### config.mk
export PLATFORM = sky130hd
export DESIGN_NAME = cmp_sort_ctrl
export DESIGN_NICKNAME = d
export VERILOG_FILES = /design/src/rtl/cmp_sort_ctrl.sv
export SDC_FILE = /design/constraint.sdc
export NUM_CORES = 1
export LEC_CHECK = 0
export ABC_CLOCK_PERIOD_IN_PS = 4300
export BUFFER_PORTS_ARGS = -buffer_cell sky130_fd_sc_hd__buf_2
export CAP_MARGIN = 10
export CELL_PAD_IN_SITES_DETAIL_PLACEMENT = 1
export CELL_PAD_IN_SITES_GLOBAL_PLACEMENT = 2
export CORE_ASPECT_RATIO = 0.8
export CORE_MARGIN = 1.5
export CORE_UTILIZATION = 40
export DETAILED_ROUTE_END_ITERATION = 10
export GPL_ROUTABILITY_DRIVEN = 1
export HOLD_SLACK_MARGIN = 0.12
export PLACE_DENSITY = 0.84
export REMOVE_ABC_BUFFERS = 1
export SKIP_CTS_REPAIR_TIMING = 1
export SYNTH_ARGS = -nofsm -noshare
export SYNTH_HDL_FRONTEND = slang
export SYNTH_SLANG_ARGS = --single-unit
### constraint.sdc
create_clock -name clk -period 4.3 [get_ports clk]
set_input_delay 0.215 -clock clk [delete_from_list [all_inputs] [get_ports clk]]
set_output_delay 0.215 -clock clk [all_outputs]
set_load 0.02 [all_outputs]
### src/rtl/cmp_sort_ctrl.sv
// Bubble-sort sequencer: loads N values, sorts them in place using one shared
// external combinational comparator (one compare per cycle), then streams them out.
module cmp_sort_ctrl #(
   parameter int N = 4,
   parameter int W = 4
) (
   input  logic         clk,
   input  logic         rst_n,
   input  logic         in_valid,
   output logic         in_ready,
   input  logic [W-1:0] in_data,
   input  logic         in_desc,
   output logic         out_valid,
   input  logic         out_ready,
   output logic [W-1:0] out_data,
   output logic         out_last,
   output logic         busy,
   output logic [W-1:0] cmp_a,
   output logic [W-1:0] cmp_b,
   input  logic [2:0]   cmp_c,
   output logic         cmp_err
);

   localparam int IW = (N > 1) ? $clog2(N) : 1;
   localparam logic [IW-1:0] LAST_IDX  = IW'(N - 1);
   localparam logic [IW-1:0] LAST_PASS = IW'(N - 2);

   if (N < 2 || N > 8 || W != 4) begin : g_param_check
      $error("cmp_sort_ctrl: N must be in 2..8 and W must be 4");
   end

   typedef enum logic [1:0] {S_LOAD, S_SORT, S_OUT} state_e;

   state_e        state_q, state_d;
   logic [W-1:0]  data_q [N];
   logic [W-1:0]  data_d [N];
   logic [IW-1:0] wr_idx_q, wr_idx_d;
   logic [IW-1:0] rd_idx_q, rd_idx_d;
   logic [IW-1:0] i_q, i_d;
   logic [IW-1:0] pass_q, pass_d;
   logic          swapped_q, swapped_d;
   logic          desc_q, desc_d;
   logic          cmp_err_q, cmp_err_d;

   logic          cmp_onehot;
   logic          swap;
   logic          swapped_any;
   logic          end_of_pass;

   // NOTE: every signal written here gets a default first, so no path leaves it unassigned and no latch is inferred.
   always_comb begin
      state_d     = state_q;
      data_d      = data_q;
      wr_idx_d    = wr_idx_q;
      rd_idx_d    = rd_idx_q;
      i_d         = i_q;
      pass_d      = pass_q;
      swapped_d   = swapped_q;
      desc_d      = desc_q;
      cmp_err_d   = cmp_err_q;
      in_ready    = 1'b0;
      out_valid   = 1'b0;
      out_data    = '0;
      out_last    = 1'b0;
      busy        = 1'b0;
      cmp_a       = '0;
      cmp_b       = '0;
      cmp_onehot  = (cmp_c == 3'b001) || (cmp_c == 3'b010) || (cmp_c == 3'b100);
      swap        = 1'b0;
      swapped_any = swapped_q;
      end_of_pass = 1'b0;

      case (state_q)
         S_LOAD: begin
            in_ready = 1'b1;
            if (in_valid) begin
               data_d[wr_idx_q] = in_data;
               if (wr_idx_q == '0) begin
                  desc_d    = in_desc;
                  cmp_err_d = 1'b0;
               end
               if (wr_idx_q == LAST_IDX) begin
                  state_d   = S_SORT;
                  wr_idx_d  = '0;
                  i_d       = '0;
                  pass_d    = '0;
                  swapped_d = 1'b0;
               end else begin
                  wr_idx_d = wr_idx_q + IW'(1);
               end
            end
         end

         S_SORT: begin
            busy  = 1'b1;
            cmp_a = data_q[i_q];
            cmp_b = data_q[i_q + IW'(1)];
            // A malformed comparator result is flagged and treated as "keep order".
            swap  = cmp_onehot & (desc_q ? cmp_c[0] : cmp_c[1]);
            if (!cmp_onehot) begin
               cmp_err_d = 1'b1;
            end
            if (swap) begin
               data_d[i_q]          = data_q[i_q + IW'(1)];
               data_d[i_q + IW'(1)] = data_q[i_q];
            end
            // The swap made in this cycle counts toward the pass, or a late swap could exit unsorted.
            swapped_any = swapped_q | swap;
            end_of_pass = (i_q == LAST_PASS - pass_q);
            if (end_of_pass) begin
               if (!swapped_any || pass_q == LAST_PASS) begin
                  state_d  = S_OUT;
                  rd_idx_d = '0;
               end else begin
                  pass_d    = pass_q + IW'(1);
                  i_d       = '0;
                  swapped_d = 1'b0;
               end
            end else begin
               i_d       = i_q + IW'(1);
               swapped_d = swapped_any;
            end
         end

         S_OUT: begin
            out_valid = 1'b1;
            out_data  = data_q[rd_idx_q];
            out_last  = (rd_idx_q == LAST_IDX);
            if (out_ready) begin
               if (rd_idx_q == LAST_IDX) begin
                  state_d  = S_LOAD;
                  rd_idx_d = '0;
                  wr_idx_d = '0;
               end else begin
                  rd_idx_d = rd_idx_q + IW'(1);
               end
            end
         end

         default: state_d = S_LOAD;
      endcase
   end

   assign cmp_err = cmp_err_q;

   // NOTE: state registers use non-blocking assignments so every flop samples pre-edge values.
   always_ff @(posedge clk or negedge rst_n) begin
      if (!rst_n) begin
         state_q   <= S_LOAD;
         wr_idx_q  <= '0;
         rd_idx_q  <= '0;
         i_q       <= '0;
         pass_q    <= '0;
         swapped_q <= 1'b0;
         desc_q    <= 1'b0;
         cmp_err_q <= 1'b0;
         // NOTE: the value buffer is reset too, so an aborted batch leaves no stale data behind.
         for (int k = 0; k < N; k++) begin
            data_q[k] <= '0;
         end
      end else begin
         state_q   <= state_d;
         wr_idx_q  <= wr_idx_d;
         rd_idx_q  <= rd_idx_d;
         i_q       <= i_d;
         pass_q    <= pass_d;
         swapped_q <= swapped_d;
         desc_q    <= desc_d;
         cmp_err_q <= cmp_err_d;
         for (int k = 0; k < N; k++) begin
            data_q[k] <= data_d[k];
         end
      end
   end

endmodule

; ---- After elaboration in Yosys (flattened, before gate mapping)
; Cells that the tools add are included.
[word_totals]
register_bits = 29
in_bits = 12
out_inout_bits = 17
elab_cells = 131
[op_classes]
addsub = 5
n_lt_le_gt_ge = 7
n_eq_ne = 20
n_mux = 61
bitwise = 6
reduce_logical = 20
[ops]
columns = op, n
row1 = bitwise mux 16 bit, 3
row2 = two-way mux 4 bit, 12
row3 = two-way mux 2 bit, 18
row4 = two-way mux 16 bit, 2
row5 = one-hot mux 16 bit (2 select lines), 1
row6 = binary-select mux 4 bit (select 2 bit), 3
row7 = demux 4 bit (select 2 bit), 3
row8 = != test 2 bit (second input constant), 10
row9 = one-hot mux 2 bit (2 select lines), 4
row10 = AND reduction 4 bit, 4
row11 = >= comparator 3 bit (second input constant), 4
row12 = two-way mux 1 bit, 12
row13 = NOT 2 -> 3 bit, 4
row14 = less-than comparator 3 x 1 -> 1 bit (second input constant), 3
row15 = adder 2 x 1 -> 2 bit (second input constant), 4
row16 = == test 2 bit (second input constant), 4
row17 = one-hot mux 2 bit (3 select lines), 1
row18 = AND reduction 3 bit, 2
row19 = AND reduction 6 bit, 1
row20 = nonzero test 2 bit, 3
row21 = AND reduction 5 bit, 1
row22 = zero test 2 bit, 2
row23 = one-hot mux 1 bit (2 select lines), 2
row24 = == test 3 x 1 -> 1 bit (second input constant), 1
row25 = other kinds (11), 15

; ---- Logic depth before layout (Yosys ltp)
; Gate-level depths: netlist of the first run.
[logic_depth]
ltp_word = 10
mapped_depth = 9
mapped_depth_nobuf = 6

; ---- Worst setup path before layout of the first run
; Ideal clock, no wire load.
[synth_timing]
path_type = reg-to-reg
from = reg i_q[1]
to = reg data_q[2] (netlist bit)
setup_time_ps = 128
t_arrival_ps = 2341
required_time_ps = 4172
setup_slack_ps = 1832
path_stages_with_launch = 9
n_path_buf = 2
period_less_slack_ps = 2468
path_cell_list = dfrtp_1 buf_2 clkbuf_1 inv_1 ha_1 mux4_2 nand2_1 o2111ai_1 mux2_1
[synth_via]
elab_chain_cells = 9
elab_cells_between_ends = 23
classes_between = add/sub (1) / order compare (4) / mux (14) / bitwise (2) / reduce/logical (2)
[synth_rtl]
columns = element, line
row1 = start: declaration, 39  ; logic [IW-1:0] i_q, i_d;
row2 = start signal: assignment, 165  ; i_q <= i_d;
row3 = adder 2 x 1 -> 2 bit / NOT 2 -> 3 bit (equally long branches), "104, 105"
row4 = "NOT 2 -> 3 bit (not written as such), or another cell as far along", "104, 105"
row5 = ">= comparator 3 bit (not written as such), or another cell as far along", 105  ; data_d[i_q + IW'(1)] = data_q[i_q];
row6 = logical AND 1 bit (not written as such) / two-way mux 4 bit (equally long branches), "105, 104"
row7 = "two-way mux 4 bit (not written as such), or another cell as far along", 105
row8 = demux 4 bit (select 2 bit) / bitwise mux 16 bit (equally long branches), "105, 104"
row9 = bitwise mux 16 bit *, 105
row10 = two-way mux 16 bit *, 103  ; if (swap) begin
row11 = one-hot mux 16 bit (2 select lines) *, 73  ; case (state_q)
row12 = end signal: indexed assignment, 171  ; data_q[k] <= data_d[k];
row13 = end: declaration, 35  ; logic [W-1:0] data_q [N];
; Mark *: on every way between the ends. The rest lies on a longest branch, timed or not. The select of a mux whose other input is x is not followed.
; A chain may end at the register's enable or synchronous reset.

; ---- Worst setup path after layout of the first run
[layout_timing]
from = reg i_q[0]
to = out cmp_b[2]
[layout_via]
elab_chain_cells = 6
[layout_rtl]
columns = element, line
row1 = adder 2 x 1 -> 2 bit, 97  ; cmp_b = data_q[i_q + IW'(1)];
row2 = NOT 2 -> 3 bit (not written as such), 97
row3 = binary-select mux 4 bit (select 2 bit), 97
row4 = two-way mux 4 bit (not written as such) (2 in a row), 97
row5 = two-way mux 4 bit, 73
row6 = end: declaration, 19  ; output logic [W-1:0] cmp_b,
; No other way between the ends. The select of a mux whose other input is x is not followed.

==> results of run 1 <==
## routing by layer
| layer | vias up | global-route usage | part of all wire |
|---|---|---|---|
| met5 | - | 0 | 0 |
| met4 | 0 | 0.0529 | 0.0034 |
| met3 | 2 | 0.0469 | 0.062 |
| met2 | 54 | 0.375 | 0.49 |
| met1 | 1098 | 0.343 | 0.45 |
| li1 | 999 | - | - |
## placed cells by master, fill, tap and decap left out, types with 2 or more instances in the layout
| cell type | netlist | routed |
|---|---|---|
| o22ai_1 | 2 | 2 |
| mux2_1 | 8 | 8 |
| xnor2_1 | 2 | 2 |
| buf_2 | 5 | 28 |
| o21a_1 | 2 | 2 |
| o311ai_0 | 2 | 2 |
| a31oi_1 | 3 | 3 |
| o21ai_0 | 9 | 9 |
| mux2i_1 | 2 | 2 |
| o2111ai_1 | 11 | 11 |
| nor2_1 | 11 | 11 |
| nor2b_1 | 5 | 5 |
| and2_1 | 9 | 9 |
| dfrtp_1 | 29 | 29 |
| nand2_1 | 14 | 14 |
| clkbuf_8 | 1 | 7 |
| inv_1 | 14 | 14 |
| nand4_1 | 9 | 9 |
| a2bb2oi_1 | 2 | 2 |
| o31ai_1 | 2 | 2 |
| a22oi_1 | 5 | 5 |
| nand2b_1 | 2 | 2 |
| nand3_1 | 31 | 31 |
| a21oi_1 | 8 | 8 |
| mux2_2 | 18 | 18 |
| mux4_2 | 12 | 12 |
| ha_1 | 10 | 10 |
## stage by stage
stage	util	cells
5_1_grt	0.456	354
6_report	0.456	354
2_1_floorplan	-	235
4_1_cts	0.455	353
3_5_place_dp	0.437	345
3_3_place_gp	0.437	345
## worst paths after layout
check                      depth (start not counted)                       to  slack [ps]             startpoint
min in group asynchronous                          2  wr_idx_q[0]$_DFFE_PN0P_         530                  rst_n
setup / recovery                                   6                 cmp_b[2]        1160     i_q[0]$_DFFE_PN0P_
max in group asynchronous                          2    data_q[5]$_DFFE_PN0P_        3320                  rst_n
setup reg to reg                                   6    data_q[2]$_DFFE_PN0P_        1330     i_q[0]$_DFFE_PN0P_
hold reg to reg                                    1    pass_q[0]$_DFFE_PN0P_         530  pass_q[0]$_DFFE_PN0P_
hold / removal                                     2       desc_q$_DFFE_PN0P_         170                in_desc
## power by group through the flow
stage	Combinational, W	Clock [W]	Sequential (W)
final	0.00107	0.000252	0.000585
after floorplan	0.000777	0	0.000521
after global routing	0.00117	0.000269	0.000610
after CTS	0.00107	0.000257	0.000581
after global placement	0.00105	0	0.000574
after detailed placement	0.00106	0	0.000584
## area by class of cell
| type | instances | area, µm² | area share |
|---|---|---|---|
| multi-input combinational | 192 | 1560 | 0.578 |
| sequential | 29 | 726 | 0.269 |
| timing repair buffer | 30 | 158 | 0.0584 |
| tap | 81 | 101 | 0.0376 |
| clock buffer | 7 | 96.3 | 0.0357 |
| inverter | 14 | 52.6 | 0.0195 |
| clock inverter | 1 | 5.00 | 0.00186 |
## critical path, delay by kind of cell, from the launching register on
kind | cells | cell delay [ps]
adders and majority gates | 1 | 530
muxes | 1 | 580
and+or+nand+nor | 1 | 120
DFF | 1 | 960
buffers and inverters | 3 | 440
## cells by family (layout without fill, tap and decap cells)
group                      count (synthesis)  count (layout)  synth area share
and+or+nand+nor                           87              87             0.187
AOI/OAI and AO/OA                         52              52             0.151
muxes                                     40              40             0.239
buffers and inverters                     31              52            0.0631
DFF                                       29              29             0.298
adders and majority gates                 10              10            0.0513
xor gates and xnor gates                   3               3            0.0108
## flip-flops by register name, summed over array words and instances, names as in the netlist
register,count
i_q,2
cmp_err,1
rd_idx_q,2
wr_idx_q,2
pass_q,2
state_q,2
data_q,16
desc_q,1
swapped_q,1
==> run summary, run 1 <==
The y dimension of the die is 72.8 µm. The signal on the critical path passes through inv_1, ha_1, mux4_2, nand2_1, inv_1, buf_2. The per-cell via count in the routed design came out at 6.08. The number of antenna violations at the first check in global routing is 0. The internal power component came out at 0.000986 W. The wire length per cell is 20.7 µm. After synthesis, the cell types taking the most area are dfrtp_1, mux4_2, mux2_2, nand3_1, ha_1. Setup repair after global routing left no endpoint under its margin. The number of instances in the synthesized netlist is 252. The clock share of power came out at 0.132.

The worst setup path is captured at a primary output. No sink is reached through more buffers than the 2 on the longest clock path. The switching component of the power is 0.000919 W. After synthesis the cells add up to 2440 µm². Measured against its own limit, the worst slew margin works out to 0.381. The count of different cell masters after synthesis came out at 44. After clock tree synthesis, the clock-pin slew on the worst setup and hold paths is 70 ps. STA puts the critical path data required time at 4090 ps. The share of synthesized registers carrying an async set or reset is 1.00.

The TritonCTS buffer count is 5. The total wire length after detailed routing came out at 7.33 mm. The overall via count from detail_route is 2153.

The summed negative setup slack over all endpoints came out at 0 ps. The power share of the combinational group is 0.561. Once layout is done, the placed cells without fillers occupy 2700 µm². Of the total power, the share spent switching nets is 0.483. The sequential-to-total area share from yosys stat is 0.298. In this run the standard cell core region covers 5910 µm². Dividing the final minimum period by the clock period gives 0.729. The final hold slack is 169 ps.

The overall routing resource usage is 0.239. The total number of clock tree sinks is 29. The total power came out at 0.00191 W.

After synthesis, the mean cell area works out to 9.68 µm². Sorting the synthesized cells by how often they occur yields nand3_1, dfrtp_1, mux2_2. After floorplanning, the core was divided into 25 placement rows. Prior to clock tree synthesis, the placed netlist has a worst setup slack of 1380 ps. The total power per unit cell area is 706 nW/µm². Relative to the synthesized area, the layout overhead comes to 10.6%. STA classifies the critical path startpoint as a register. The width of the die is 90.3 µm. The fraction of power consumed by sequential logic came out at 0.307. The total iterations of the first detailed-routing run is 4. The library cell with the largest summed area after synthesis is dfrtp_1.

By instance count, the leading cell after synthesis is nand3_1. The final critical delay including setup and external delays is 3140 ps. The max-capacitance violation count came out at 0.

The total leakage power came out at 1.20 nW. The slew at the pin closest to its max-slew limit came out at 928 ps. The run finished with clean final reports. The detailed placement HPWL is 5.19 mm. The count of flip-flops with a built-in enable after synthesis came out at 0. The H-tree was split into 2 levels.

On the critical path, the stage with the largest delay is an instance of dfrtp_1. The die covers 6580 µm². The path class of the tightest hold or removal check is primary input to register.

The post-layout worst setup margin is 1160 ps. The setup clock skew after layout came out at 8.22 ps. The number of design rule violations left after detail routing is 0. The top-level I/O count came out at 29. The proportion of layout cells with a drive suffix above 1 is 0.256. The initial cell density of the core is 0.412.

The number of inserted diodes came out at 0. The top cell type's share of synthesized area is 0.298. The kind of critical path is register to primary output. The number of warnings issued by yosys came out at 0.

The count of nets left with antenna violations after detail routing came out at 0. The number of I/O port buffers came out at 28. The arrival time reported for the critical path endpoint is 2920 ps. By instance count, the cell type seen most on the critical path is inv_1. The clock network latency to the later pin of the worst-skew pair came out at 280 ps. The final number of hold-violating endpoints is 0. The number of pins exceeding their max-slew limit in the final report is 0. The routability congestion estimate from global placement is 0.848. TritonCTS built the clock tree.

On the worst path, the slowest cell contributes a delay of 960 ps. Entering global routing, the biggest net connects 30 pins. The first routing iteration left 129 violations. Static timing analysis puts the maximum clock frequency at 0.319 GHz. The cell sitting at the root of the clock tree is a clkbuf_8.

The via count of the first global-routing pass is 2129. The number of filler cells placed in the layout is 685. The highest fanout seen on the critical path is 20. The global-route wire length before repair came out at 12.0 mm. The maximum vdd ir drop is 0.000280 V.

The aggregate global routing overflow is 0. For this run, the post-layout net count is 294. The flip-flop and latch count after synthesis is 29. The most used flip-flop cell after synthesis is dfrtp_1. The number of setup violations in the final report came out at 0. The post-place instance area is 2590 µm².
No activity file was read; power rests on OpenSTA's default activity.
==> inputs of run 2 (changes only) <==
--- a/config.mk
+++ b/config.mk
@@ -5,18 +5,18 @@
 export SDC_FILE = /design/constraint.sdc
 export NUM_CORES = 1
 export LEC_CHECK = 0
-export ABC_CLOCK_PERIOD_IN_PS = 4300
+export ABC_CLOCK_PERIOD_IN_PS = 3250
 export BUFFER_PORTS_ARGS = -buffer_cell sky130_fd_sc_hd__buf_2
 export CAP_MARGIN = 10
 export CELL_PAD_IN_SITES_DETAIL_PLACEMENT = 1
 export CELL_PAD_IN_SITES_GLOBAL_PLACEMENT = 2
 export CORE_ASPECT_RATIO = 0.8
 export CORE_MARGIN = 1.5
-export CORE_UTILIZATION = 40
+export CORE_UTILIZATION = 37
 export DETAILED_ROUTE_END_ITERATION = 10
 export GPL_ROUTABILITY_DRIVEN = 1
 export HOLD_SLACK_MARGIN = 0.12
-export PLACE_DENSITY = 0.84
+export PLACE_DENSITY = 0.79
 export REMOVE_ABC_BUFFERS = 1
 export SKIP_CTS_REPAIR_TIMING = 1
 export SYNTH_ARGS = -nofsm -noshare
==> constraint.sdc (replaced) <==
create_clock -name clk -period 3.25 [get_ports clk]
set_input_delay 0.1625 -clock clk [delete_from_list [all_inputs] [get_ports clk]]
set_output_delay 0.1625 -clock clk [all_outputs]
set_load 0.02 [all_outputs]
==> run 2 against run 1 <==
  * Setup slack worse by 570 ps
  * Die area is 7.8% higher
  * Sequential power is 20% higher
  * Critical path depth stayed put
  * Clock power is 21% higher
  * Largest power group unchanged
==> run summary, run 2 (same netlist as run 1, synthesis figures left out) <==
The flow ran to the end, and the final reports show no timing, DRC or antenna violations. The worst setup path is captured at a primary output. The worst hold path begins at out_ready. The data required time of the worst path is 3090 ps (-1000 ps). The per-cell via count in the routed design came out at 5.91 (-2.8%). The final instance count without filler cells came out at 361 (+2.0%). Leaving out fill and tap cells, the most frequent cell in the layout is nand3_1. The overall via count from detail_route is 2133 (-0.93%).

The y dimension of the die is 75.6 µm (+3.8%). The cell depth of the worst hold path is 3 (+1). The area used by multi-input combinational logic came out at 1560 µm² (unchanged). The post-place instance area is 2610 µm² (+1.0%). In this run the clock root is driven by a clkbuf_8.

The final critical delay including setup and external delays came out at 2650 ps. The clock-pin slew on the worst setup and hold paths came out at 70 ps (about the same). The number of setup violations in the final report came out at 0 (unchanged). The arrival time reported for the critical path endpoint is 2490 ps (-430 ps).

The worst flop-to-flop path startpoint is state_q[1]$_DFFE_PN0P_. The cell with the biggest individual delay on the critical path is inv_1. The share of the clock period used by the worst path is 0.816.

The register cell area after layout came out at 726 µm² (unchanged). The number of filler cells placed in the layout is 744 (+8.6%). The number of I/O port buffers came out at 28 (unchanged). The stage delay of the slowest cell on the critical path is 650 ps (-310 ps). The number of design rule violations left after detail routing was 0 (unchanged).

The number of core rows was 26 (+4.0%). The top cell types in the final layout, fill and taps aside, are nand3_1, dfrtp_1, buf_2, mux2_2. The overall routing resource usage is 0.242 (+0.00360). The headroom to the max-slew limit is 0.432 (+0.0508). The element type at the critical path start is a register.

Tracing the worst setup path back leads to its startpoint at state_q[1]$_DFFE_PN0P_. The total leakage power is 1.20 nW (+0.38%). The clock network latency to the later pin of the worst-skew pair is 290 ps (about the same). The routability congestion estimate from global placement is 0.854 (+0.78%).

The area growth from synthesis to layout is 11.2%. The finished layout cell area was 2710 µm² (+0.56%). The via count of the first global-routing pass was 2178 (+2.3%). The width of the die is 93.8 µm (+3.8%).

The maximum vdd ir drop is 0.000255 V (-8.9%). The global-route wire length before repair was 12.5 mm (+4.8%). The maximum number of pins on one net before global-route repair was 30 (unchanged). The initial cell density of the core is 0.382 (-0.0300). Counting stages on the worst path, the most repeated cell is inv_1. The number of antenna violations at the first check in global routing was 0 (unchanged). The wire length per cell came out at 21.2 µm (+2.5%).

The summed negative setup slack over all endpoints came out at 0 ps (unchanged). The count of nets left with antenna violations after detail routing came out at 0 (unchanged). The worst setup path is of the register to primary output kind. The TritonCTS buffer count was 5 (unchanged). The critical path goes through nand2b_1, buf_4, inv_1, nand2_1, inv_1, buf_2. The highest fanout seen on the critical path came to 27 (+35%).

The deepest level of the CTS H-tree is 2 (unchanged). Setup repair after global routing left no endpoint under its margin. The top-level I/O count came out at 29 (unchanged). The total wire length after detailed routing came out at 7.67 mm (+4.5%). The max-capacitance violation count was 0 (unchanged). The setup slack of the worst register-to-register path came out at 710 ps (-620 ps). The number of flip-flops in the largest register came out at 16 (unchanged).

The setup clock skew after layout is 7.80 ps (-0.418 ps). The aggregate global routing overflow came to 0 (unchanged). The violation count after the first detailed-route iteration is 136 (+5.4%).

The number of instances in the placed design is 351 (+1.7%). The detailed placement HPWL is 5.28 mm (+1.9%). The path class of the tightest hold or removal check is primary input to register. The total iterations of the first detailed-routing run came out at 4 (unchanged). The floorplan die area came out at 7090 µm² (+7.8%). For hold timing, the worst endpoint is rd_idx_q[1]$_DFFE_PN0P_. The number of nets at the end of the flow came out at 298 (+1.4%). The number of pins exceeding their max-slew limit in the final report was 0 (unchanged). The total power per unit cell area is 932 nW/µm² (+32%). The total number of clock tree sinks is 29 (unchanged). The placeable core region is 6380 µm² (+7.9%). The slew at the pin closest to its max-slew limit came out at 851 ps (-77.1 ps).

The worst register-to-register path ends at data_q[15]$_DFFE_PN0P_. The worst reg2reg path depth is 6 (unchanged). The proportion of layout cells with a drive suffix above 1 is 0.253 (-0.00370). The number of inserted diodes is 0 (unchanged). TritonCTS built the clock tree. The final number of hold-violating endpoints came out at 0 (unchanged). The timing-limited maximum frequency came out at 0.377 GHz. The number of buffers on the longest clock path is 2 (unchanged). The largest register by flop count is data_q.
## run 2: worst max path at each step
| stage | to | slack [ps] | cells past startpoint |
|---|---|---|---|
| 2_1_floorplan | data_q[2]$_DFFE_PN0P_ | 730 | 6 |
| 3_3_place_gp | data_q[15]$_DFFE_PN0P_ | 800 | 6 |
| 3_5_place_dp | data_q[15]$_DFFE_PN0P_ | 780 | 6 |
| 4_1_cts | cmp_b[3] | 660 | 6 |
| 5_1_grt | cmp_b[1] | 440 | 6 |
| 6_report | cmp_b[3] | 600 | 6 |
## run 2: per-stage QoR
stage | hold WS (ps) | setup WS [ps] | util | total power, W
floorplan | -133 | 731 | - | 0.00172
global placement | 288 | 802 | 0.410 | 0.00219
detailed placement | 264 | 780 | 0.410 | 0.00221
CTS | -47.7 | 656 | 0.422 | 0.00252
global route | 269 | 441 | 0.425 | 0.00273
finish | 252 | 599 | 0.425 | 0.00253
## run 2: layer usage
metal	track usage	wire, µm
met1	0.347	3730
met2	0.366	3360
met3	0.0429	424
met4	0.0962	157
met5	0	0
## run 2: worst max-delay path: cells and delay by family (launching register included)
family        cells  cell delay (ps)
flops             1              520
buf+inv           4             1150
simple gates      2              510
## run 2: area by class of cell
cell class                      instances  area share
Clock buffer                            8      0.0295
Inverter                               14      0.0194
Multi-Input combinational cell        192       0.575
Sequential cell                        29       0.268
Tap cell                               84      0.0387
Timing Repair Buffer                   34      0.0701
## run 2: power breakdown
part | internal, W | switching [W]
Clock | 0.000152 | 0.000152
Combinational | 0.000634 | 0.000889
Sequential | 0.000498 | 0.000204
==> inputs of run 3 (changes only) <==
--- a/config.mk
+++ b/config.mk
@@ -5,7 +5,7 @@
 export SDC_FILE = /design/constraint.sdc
 export NUM_CORES = 1
 export LEC_CHECK = 0
-export ABC_CLOCK_PERIOD_IN_PS = 3250
+export ABC_CLOCK_PERIOD_IN_PS = 2600
 export BUFFER_PORTS_ARGS = -buffer_cell sky130_fd_sc_hd__buf_2
 export CAP_MARGIN = 10
 export CELL_PAD_IN_SITES_DETAIL_PLACEMENT = 1
==> constraint.sdc (replaced) <==
create_clock -name clk -period 2.6 [get_ports clk]
set_input_delay 0.13 -clock clk [delete_from_list [all_inputs] [get_ports clk]]
set_output_delay 0.13 -clock clk [all_outputs]
set_load 0.02 [all_outputs]
==> run 3 against run 2 <==
  * Hold slack got worse by 25 ps
  * Via count up 3.7%
  * Clock skew is 6.2 ps higher
  * Critical path depth stayed put
  * Largest power group unchanged
  * Register-to-register slack got worse by 290 ps
  * Critical path type unchanged
  * Non-clock buffer count up 3
  * Clock power increased by 28%
  * Power increased by 26%
==> run summary, run 3 (same netlist as run 1, synthesis figures left out) <==
The flow ran to the end, and the final reports show no timing, DRC or antenna violations. The final hold slack came out at 227 ps (-24.7 ps). The number of inserted diodes came out at 0 (unchanged). The clock network latency to the later pin of the worst-skew pair was 290 ps (about the same). The number of I/O port buffers came out at 28 (unchanged). The proportion of layout cells with a drive suffix above 1 is 0.265 (+0.0125). The final critical delay including setup and external delays came out at 2200 ps. The detailed placement HPWL is 5.25 mm (-0.59%).

The minimum setup slack after placement was 433 ps (-346 ps). The cell sitting at the root of the clock tree is a clkbuf_8. The maximum number of pins on one net before global-route repair came out at 30 (unchanged). The number of pins exceeding their max-slew limit in the final report is 0 (unchanged).

The data required time of the worst path is 2470 ps (-620 ps). The post-layout worst setup margin came to 404 ps (-195 ps). The initial cell density of the core was 0.382 (unchanged). The clock-pin slew on the worst setup and hold paths is 70 ps (about the same). Counting flops per register, the top entry is data_q. Setup repair after global routing left no endpoint under its margin.

The summed negative setup slack over all endpoints is 0 ps (unchanged). The total number of clock tree sinks is 29 (unchanged). The power share of the combinational group came out at 0.609 (+0.007).

The slew at the pin closest to its max-slew limit is 724 ps (-127 ps). The overall via count from detail_route is 2211 (+3.7%). The switching component of the power was 0.00154 W (+24%). The total leakage power is 1.22 nW (+1.5%).

The number of core rows was 26 (unchanged). The arrival time reported for the critical path endpoint came out at 2070 ps (-420 ps). The y dimension of the die came out at 75.6 µm (unchanged).

The critical path is of the register to primary output type. The timing-limited maximum frequency is 0.455 GHz. The final number of hold-violating endpoints is 0 (unchanged). The headroom to the max-slew limit is 0.517 (+0.0854). The top-level I/O count is 29 (unchanged). The number of flip-flops in the largest register is 16 (unchanged). The switching part of the total power is 0.484 (-0.00818). The floorplan die area is 7090 µm² (unchanged). The element type at the critical path start is a register. In the finished design, the share of the clock period the worst path needs comes to 0.845. The violation count after the first detailed-route iteration was 177 (+30%). The max-capacitance violation count is 0 (unchanged). The worst setup path is captured at a primary output.

The clock share of power is 0.122 (+0.002). The TritonCTS buffer count came to 5 (unchanged). The deepest level of the CTS H-tree was 2 (unchanged). The total power per unit cell area came to 1160 nW/µm² (+25%).

The number of antenna violations at the first check in global routing is 0 (unchanged). In this run the worst hold path is classified as primary input to register. The highest fanout seen on the critical path was 5 (-81%). The area growth from synthesis to layout is 12.4%.

In the layout the commonest cells are nand3_1, dfrtp_1, buf_2, mux2_2. Leaving out fill and tap cells, the most frequent cell in the layout is nand3_1. The width of the die is 93.8 µm (unchanged). The count of nets left with antenna violations after detail routing came out at 0 (unchanged).

The placeable core region came out at 6380 µm² (unchanged). TritonCTS built the clock tree. The total power came out at 0.00319 W (+26%).

The fraction of power consumed by sequential logic is 0.269 (-0.009). The per-cell via count in the routed design is 6.09 (+3.1%). The number of design rule violations left after detail routing is 0 (unchanged). The routability congestion estimate from global placement is 0.809 (-5.3%).

The internal power component is 0.00164 W (+28%). The aggregate global routing overflow is 0 (unchanged). The number of nets at the end of the flow was 301 (+1.0%). The maximum vdd ir drop was 0.000406 V (+59%).

The overall routing resource usage came out at 0.234 (-0.00868). The wire length per cell is 20.7 µm (-2.6%). The total wire length after detailed routing came out at 7.51 mm (-2.1%). The number of buffers on the longest clock path is 2 (unchanged). The number of setup violations in the final report is 0 (unchanged). The setup clock skew after layout is 14.0 ps (+6.19 ps).

The via count of the first global-routing pass came out at 2212 (+1.6%). The global-route wire length before repair came to 12.3 mm (-2.3%). The total iterations of the first detailed-routing run came out at 4 (unchanged).
==> run 3: through the flow <==
stage,cell area [µm²],std cells,util
global placement,2640,354,0.413
global route,2740,363,0.430
CTS,2720,361,0.427
floorplan,2340,235,-
detailed placement,2640,354,0.413
finish,2740,363,0.430
==> run 3: critical path: stages (launching register included) <==
cell and delay [ps]:
dfrtp_1 350, inv_1 80, ha_1 460, mux4_2 580, nand2_1 120, inv_1 40
buf_2 150
==> run 3: worst paths after layout <==
path	start	end	slack [ps]	cells past startpoint
max	i_q[0]$_DFFE_PN0P_	cmp_b[2]	400	6
min	out_ready	state_q[1]$_DFFE_PN0P_	230	3
max reg2reg	pass_q[0]$_DFFE_PN0P_	rd_idx_q[0]$_DFFE_PN0P_	420	6
min reg2reg	pass_q[0]$_DFFE_PN0P_	pass_q[0]$_DFFE_PN0P_	520	1
max in group asynchronous	rst_n	data_q[1]$_DFFE_PN0P_	1680	2
min in group asynchronous	rst_n	wr_idx_q[0]$_DFFE_PN0P_	430	2
==> run 3: area by class of cell <==
| cell class | instances | area (µm²) |
|---|---|---|
| fillers | 778 | 3630 |
| repair buffers | 37 | 213 |
| clock buffers | 7 | 86.3 |
| multi-input cells | 192 | 1560 |
| inverters | 14 | 52.6 |
| flip-flops and latches | 29 | 726 |
| well taps | 84 | 105 |
==> run 3: power groups by stage <==
stage               combinational (W)  sequential (W)  clock, W
finish                        0.00194        0.000857  0.000389
global route                  0.00213        0.000887  0.000421
global placement              0.00190        0.000850         0
CTS                           0.00193        0.000850  0.000406
floorplan                     0.00129        0.000862         0
detailed placement            0.00192        0.000858         0
==> run 3: per-layer routing <==
layer | vias to the layer above | track usage | wire [µm]
met2 | 65 | 0.362 | 3280
met5 | - | 0 | 0
li1 | 1009 | - | -
met3 | 16 | 0.0479 | 439
met4 | 0 | 0.0713 | 164
met1 | 1121 | 0.333 | 3630
